`config.mk`:
```
export PLATFORM = sky130hd
export DESIGN_NAME = cn_sched
export DESIGN_NICKNAME = d
export VERILOG_FILES = /design/src/rtl/cn_sched_pkg.sv /design/src/rtl/cn_sched_dly.sv /design/src/rtl/cn_sched.sv
export SDC_FILE = /design/constraint.sdc
export NUM_CORES = 1
export LEC_CHECK = 0
export CAP_MARGIN = 20
export CORE_UTILIZATION = 40
export DETAILED_ROUTE_END_ITERATION = 10
export DONT_BUFFER_PORTS = 1
export PLACE_DENSITY = 0.61
export SYNTH_ARGS = -nofsm -noshare
export SYNTH_HDL_FRONTEND = slang
export SYNTH_SLANG_ARGS = --single-unit
```
`constraint.sdc`:
```
create_clock -name clk -period 5.43 [get_ports clk]
set_clock_uncertainty 0.2 [all_clocks]
set_input_delay 1.629 -clock clk [delete_from_list [all_inputs] [get_ports clk]]
set_output_delay 1.629 -clock clk [all_outputs]
set_load 0.05 [all_outputs]
```
`src/rtl/cn_sched_pkg.sv`:
```
// cn_sched_pkg: shared decoder constants, ecomp width and scheduler state encoding
package cn_sched_pkg;
  localparam int CN_W     = 6;
  localparam int CN_WC    = 18;
  localparam int CN_NROWS = 9;
  localparam int CN_LAT   = 4;
  localparam int CN_RDLAT = 1;
  localparam int CN_ITW   = 5;
  localparam int CN_ECW   = 2 * (CN_W - 1) + 5 + CN_WC;
  localparam logic [2:0] S_IDLE  = 3'd0;
  localparam logic [2:0] S_ISSUE = 3'd1;
  localparam logic [2:0] S_DRAIN = 3'd2;
  localparam logic [2:0] S_CHECK = 3'd3;
  localparam logic [2:0] S_FIN   = 3'd4;
  function automatic int ecomp_w(input int w, input int wc);
    return 2 * (w - 1) + 5 + wc;
  endfunction
endpackage

```
`src/rtl/cn_sched_dly.sv`:
```
// cn_sched_dly: fixed-depth valid/address delay line with synchronous flush of the valid bits
module cn_sched_dly #(
  parameter int D  = 5,
  parameter int AW = 4
) (
  input  logic          clk,
  input  logic          rst,
  input  logic          i_flush,
  input  logic          i_vld,
  input  logic [AW-1:0] i_addr,
  output logic          o_vld,
  output logic [AW-1:0] o_addr,
  output logic          o_pend
);
  logic [D-1:0]  r_vld;
  logic [AW-1:0] r_addr [D];
  // Shift every cycle; a flush kills all in-flight valid bits including the one entering
  always_ff @(posedge clk or posedge rst) begin
    if (rst) begin
      r_vld <= '0;
      for (int i = 0; i < D; i++) r_addr[i] <= '0;
    end else begin
      for (int i = D - 1; i > 0; i--) begin
        r_vld[i]  <= r_vld[i-1] & ~i_flush;
        r_addr[i] <= r_addr[i-1];
      end
      r_vld[0]  <= i_vld & ~i_flush;
      r_addr[0] <= i_addr;
    end
  end
  assign o_vld  = r_vld[D-1];
  assign o_addr = r_addr[D-1];
  // Anything still in flight behind the output stage
  assign o_pend = |(r_vld & ~(D'(1) << (D - 1)));
endmodule

```
`src/rtl/cn_sched.sv`:
```
// cn_sched: check-node row scheduler issuing row reads and timing ecomp writes per iteration
module cn_sched
  import cn_sched_pkg::*;
#(
  parameter int W     = CN_W,
  parameter int WC    = CN_WC,
  parameter int NROWS = CN_NROWS,
  parameter int LAT   = CN_LAT,
  parameter int RDLAT = CN_RDLAT,
  parameter int ITW   = CN_ITW,
  localparam int AW   = (NROWS > 1) ? $clog2(NROWS) : 1
) (
  input  logic           clk,
  input  logic           rst,
  input  logic           start,
  input  logic [ITW-1:0] max_iter,
  input  logic           issue_hold,
  input  logic           abort,
  input  logic           parity_ok,
  output logic           rd_en,
  output logic [AW-1:0]  rd_addr,
  output logic           wr_en,
  output logic [AW-1:0]  wr_addr,
  output logic           busy,
  output logic           done,
  output logic           success,
  output logic [ITW-1:0] iter_cnt
);
  if (W < 2 || WC < 2 || ecomp_w(W, WC) < 1 || NROWS < 1 || LAT < 1 || RDLAT < 0 || ITW < 1) begin : g_bad_cfg
    $error("cn_sched: illegal parameter set");
  end
  logic [2:0]     r_state;
  logic [ITW-1:0] r_max;
  logic [AW-1:0]  r_rd_addr;
  logic           w_last;
  logic           w_pend;
  logic           w_flush;
  assign busy    = r_state != S_IDLE;
  assign done    = r_state == S_FIN;
  assign rd_en   = (r_state == S_ISSUE) && !issue_hold;
  assign rd_addr = r_rd_addr;
  assign w_last  = r_rd_addr == AW'(NROWS - 1);
  assign w_flush = abort && busy;
  // Scheduler FSM: abort overrides everything; success/iter_cnt persist until the next accepted start
  always_ff @(posedge clk or posedge rst) begin
    if (rst) begin
      r_state   <= S_IDLE;
      r_rd_addr <= '0;
      r_max     <= '0;
      success   <= 1'b0;
      iter_cnt  <= '0;
    end else if (w_flush) begin
      r_state <= S_FIN;
      success <= 1'b0;
    end else begin
      case (r_state)
        S_IDLE: if (start) begin
          r_state   <= S_ISSUE;
          r_rd_addr <= '0;
          iter_cnt  <= '0;
          success   <= 1'b0;
          r_max     <= (max_iter == '0) ? ITW'(1) : max_iter;
        end
        S_ISSUE: if (rd_en) begin
          if (w_last) r_state <= S_DRAIN;
          else r_rd_addr <= r_rd_addr + 1'b1;
        end
        S_DRAIN: if (!w_pend) begin
          r_state  <= S_CHECK;
          iter_cnt <= (&iter_cnt) ? iter_cnt : iter_cnt + 1'b1;
        end
        S_CHECK: begin
          if (parity_ok || iter_cnt == r_max) begin
            r_state <= S_FIN;
            success <= parity_ok;
          end else begin
            r_state   <= S_ISSUE;
            r_rd_addr <= '0;
          end
        end
        default: r_state <= S_IDLE;
      endcase
    end
  end
  cn_sched_dly #(.D(RDLAT + LAT), .AW(AW)) u_dly (
    .clk    (clk),
    .rst    (rst),
    .i_flush(w_flush),
    .i_vld  (rd_en),
    .i_addr (r_rd_addr),
    .o_vld  (wr_en),
    .o_addr (wr_addr),
    .o_pend (w_pend)
  );
endmodule

```
### After elaboration in Yosys (flattened, before gate mapping)

Index checks and enable logic that the tools add are counted.

| storage, ports and cells | value |
|---|---|
| input bits | 11 |
| register bits after elaboration | 43 |
| output and inout port bits | 18 |

| cells by class | value |
|---|---|
| equal/unequal tests | 17 |
| bitwise operators | 6 |
| $add $sub $neg | 2 |
| reductions and logical operators | 17 |
| muxes and demuxes | 21 |

Operators by type and width:

| cell | count |
|---|---|
| $mux 5 | 4 |
| $mux 3 | 6 |
| $mux 4 | 4 |
| $ne 3x2->1 const B | 4 |
| $pmux 3 s4 | 1 |
| $pmux 4 s3 | 1 |
| $ne 2x2->1 const B | 5 |
| $pmux 5 s2 | 1 |
| $reduce_and 5->1 | 2 |
| $reduce_bool 3->1 | 3 |
| $eq 3x2->1 const B | 2 |
| $reduce_and 3->1 | 2 |
| $reduce_and 6->1 | 1 |
| $add 5x1->5 const B | 1 |
| $and 1x1->1 | 5 |
| $eq 5x5->1 | 1 |
| $logic_not 5->1 | 1 |
| $add 4x1->4 const B | 1 |
| $eq 4x4->1 const B | 1 |
| $reduce_and 4->1 | 1 |
| $reduce_or 4->1 | 1 |
| $eq 3x1->1 const B | 1 |
| $eq 3x3->1 const B | 1 |
| $logic_not 3->1 | 1 |
| other kinds (9) | 12 |

### Logic depth before layout (Yosys ltp)

| logic depth | value |
|---|---|
| depth in word-level cells | 5 |
| mapped depth | 8 |

### Modules after synthesis

From an unflattened synthesis, not the netlist that was laid out.

| second synthesis, totals | value |
|---|---|
| cells, all modules | 162 |
| area total of the unflattened synthesis | 1880.6 um^2 |

Modules (own cells, without submodules):

| module | seq. area each (um^2) | cells each | times used | area each (um^2) |
|---|---|---|---|---|
| cn_sched | 450.4 | 126 | 1 | 1182.4 |
| cn_sched_dly | 625.6 | 36 | 1 | 698.2 |

### Least setup slack after synthesis

Ideal clock, no wire load.

| path | value |
|---|---|
| path kind | in2out |
| start point | input port issue_hold |
| end point | output port rd_en |
| setup slack | 1318 ps |
| arrival | 2283 ps |
| buffers on the path | 0 |
| data required time | 3601 ps |
| cell stages on the path | 1 |
| cells stage by stage | nor2_1 |

| on the way | value |
|---|---|
| cells in the longest elaborated chain, start to end | 2 |

Ends and longest elaborated chain:

| item | RTL line | RTL |
|---|---|---|
| start, declared | cn_sched.sv:17 | `input logic issue_hold,` |
| $logic_not 1->1 | cn_sched.sv:40 | `assign rd_en = (r_state == S_ISSUE) && !issue_hold;` |
| $logic_and 1x1->1 | cn_sched.sv:40 |  |
| end, declared | cn_sched.sv:20 | `output logic rd_en,` |

Every way passes these cells.

### Worst setup path in the final report

Ends and elaborated chain as after synthesis.

==> impl_metrics.json <==
{
  "final_cell_mix": "dfrtp_1, inv_1, nor3_1",
  "fin_area_mm2": 0.00193,
  "clkSlewWorstSetupHoldPaths_ns": 0.07,
  "place_ws_ns": 1.30,
  "worstSetupPathType": "in2out",
  "mostFrequentLayoutCell": "dfrtp_1",
  "start_util_pct": 42.1,
  "slew_viol_final": 0,
  "clock_sink_count": 43,
  "setup_tns_ns": 0,
  "finalPower_mw": 0.913,
  "max_freq_mhz": 242,
  "drc": 0,
  "max_stage_delay_ns": 0.67,
  "min_period_over_period_pct": 76.0,
  "cts_inserted_buffers": 5,
  "dieArea_mm2": 0.00489,
  "placed_area_mm2": 0.00185,
  "regArea_mm2": 0.00108,
  "synth_area_mm2": 0.00185,
  "crit_path_start_kind": "input port",
  "drt-wirelength-per-cell_um": 14.3,
  "grt_max_degree": 42,
  "hp-start": "u_dly.r_addr[6]$_DFF_PP0_",
  "synth_ff_type": "dfrtp_1",
  "finalWorstSetupSlack_ns": 1.30,
  "fp.dieW_um": 69.9,
  "areaGrowthSynthToFinish_pct": 4.68,
  "synth_nets": 173,
  "holdPathStages": 0,
  "first_global_vias": 1161,
  "rows": 24,
  "yosysUniqueCellTypes": 42,
  "outcome": "finished clean",
  "antenna_left": 0,
  "grt_setup_unrepaired": "false",
  "core_mm2": 0.00438,
  "hpwl_mm": 2.11,
  "cts-root-buf": "clkbuf_8",
  "io_buffers": 0,
  "synth_top_family_by_area": "simple AND/OR/NAND/NOR gates",
  "arrival_ns": 2.30,
  "nets": 171,
  "routabilityCongestion": 0.816,
  "grt_overflow": 0,
  "critPathBufInv": 0,
  "die_y_um": 69.9,
  "hold_viol_final": 0,
  "rr_worst_depth": 8,
  "clock_path_buffers": 2,
  "dp.cells": 201,
  "ys_warn_count": 0,
  "wirelength_mm": 2.97,
  "fillers": 415,
  "async_reset_ff_share_pct": 100,
  "critPathMaxFanout": 4,
  "netlist_instances": 158,
  "worstPathCellList": "nor2_1",
  "cts_max_level": 2,
  "r2r_start": "iter_cnt[0]$_DFFE_PP0P_",
  "cp_slowest_cell": "nor2_1",
  "synth_fa_ha_area_share_pct": 2.71,
  "r2r_slack_ns": 2.73,
  "grt_pass1_wl_mm": 5.18,
  "cts_resized": 0,
  "slew_headroom_pct": 40.6,
  "final_core_util_pct": 44.1,
  "first_pass_iters": 4,
  "tightest_slew_ns": 0.887,
  "cellPowerDensity_mw_per_mm2": 472,
  "fin_hold_ws_ns": 0.150,
  "insertion_delay_ns": 0.28,
  "stdcell_count": 208,
  "drive_gt1_share_pct": 10.3,
  "antenna_found_initial": 0,
  "tritoncts": "built",
  "drt_iter0_markers": 102,
  "min_to": "u_dly.o_addr[2]$_DFF_PP0_",
  "period_needed_ns": 4.13,
  "multi_input_area_um2": 663,
  "avgSynthCellArea_um2": 11.7,
  "diodes": 0,
  "max_cap_viol_count": 0,
  "via_count": 1117,
  "ys_ff_latch": 43,
  "synth_xor_area_share_pct": 2.85,
  "p_leak_nw": 0.918,
  "avgViaCountPerCell": 5.37,
  "end_kind": "output port",
  "ir_worst_vdd_v": 0.000219,
  "synth_top_cell_area_share_pct": 58.3,
  "crit_required_ns": 3.60,
  "yosys.area_share.simple_pct": 15.2,
  "synth-edff-count": 0,
  "yosys-mux-area-fraction_pct": 4.07,
  "setup_violations": 0,
  "crit_family": "simple AND/OR/NAND/NOR gates",
  "hold_class": "reg2reg",
  "grt_use_total_pct": 13.7,
  "synthTopCellsByArea": "dfrtp_1, ha_1, nor3_1",
  "synth_compound_area_share_pct": 11.1,
  "rr_endpoint": "iter_cnt[3]$_DFFE_PP0P_",
  "ys_seq_area_share_pct": 58.3,
  "cts_setup_buffers": 0,
  "cts_hold_buf": 0,
  "yosysTopAreaCell": "dfrtp_1",
  "io-pin-count": 29
}
## state kept, by name (all words and copies together) (netlist names)
| register | flops |
|---|---|
| u_dly.r_addr | 16 |
| iter_cnt | 5 |
| r_max | 5 |
| u_dly.r_vld | 5 |
| rd_addr | 4 |
| u_dly.o_addr | 4 |
| r_state | 3 |
| success | 1 |
## worst max path at each step
| stage | slack (ns) | cells after the start | start | endpoint |
|---|---|---|---|---|
| 6_report | 1.30 | 1 | issue_hold | rd_en |
| 5_1_grt | 1.29 | 1 | issue_hold | rd_en |
| 4_1_cts | 1.30 | 1 | issue_hold | rd_en |
| 3_5_place_dp | 1.30 | 1 | issue_hold | rd_en |
| 3_3_place_gp | 1.30 | 1 | issue_hold | rd_en |
| 2_1_floorplan | 1.32 | 1 | issue_hold | rd_en |
## logic make-up after synthesis
group	after synthesis
AND/OR/NAND/NOR	50
flip-flops	43
AO/OA/AOI/OAI	28
buffers and inverters	20
multiplexers	7
XOR/XNOR	6
adder cells (fa/ha/maj)	4
## cells in the mapped netlist, drive strengths merged (2+ instances only)
cell	instances
dfrtp	43
inv	10
nor3	9
o21ai	8
buf	7
nand2	7
nor2	6
and3	5
a21oi	4
and2	4
ha	4
mux2	4
nand3	4
nor2b	4
xnor2	4
clkbuf	3
mux2i	3
nor4	3
a31oi	2
nand2b	2
nand3b	2
o22a	2
or4b	2
xor2	2
## final cells by class
| class | count | share of cell area, % |
|---|---|---|
| well taps | 52 | 3.37 |
| clock buffers | 5 | 3.56 |
| flip-flops and latches | 43 | 55.7 |
| clock inverters | 2 | 0.712 |
| multi-input cells | 95 | 34.3 |
| inverters | 10 | 1.94 |
| repair buffers | 1 | 0.389 |
## routing by layer
metal	wire length (um)	GRT usage (%)	part of all wire, %
met1	1380	17.6	47
met4	34	5.33	1.1
met5	0	0	0
met2	1380	20.9	47
met3	168	5.19	5.7
## power breakdown
part	total [mW]	switching (mW)	internal (mW)
logic	0.224	0.133	0.0915
registers	0.502	0.114	0.388
clock network	0.186	0.0983	0.0878
(Power assumes the default switching activity.)
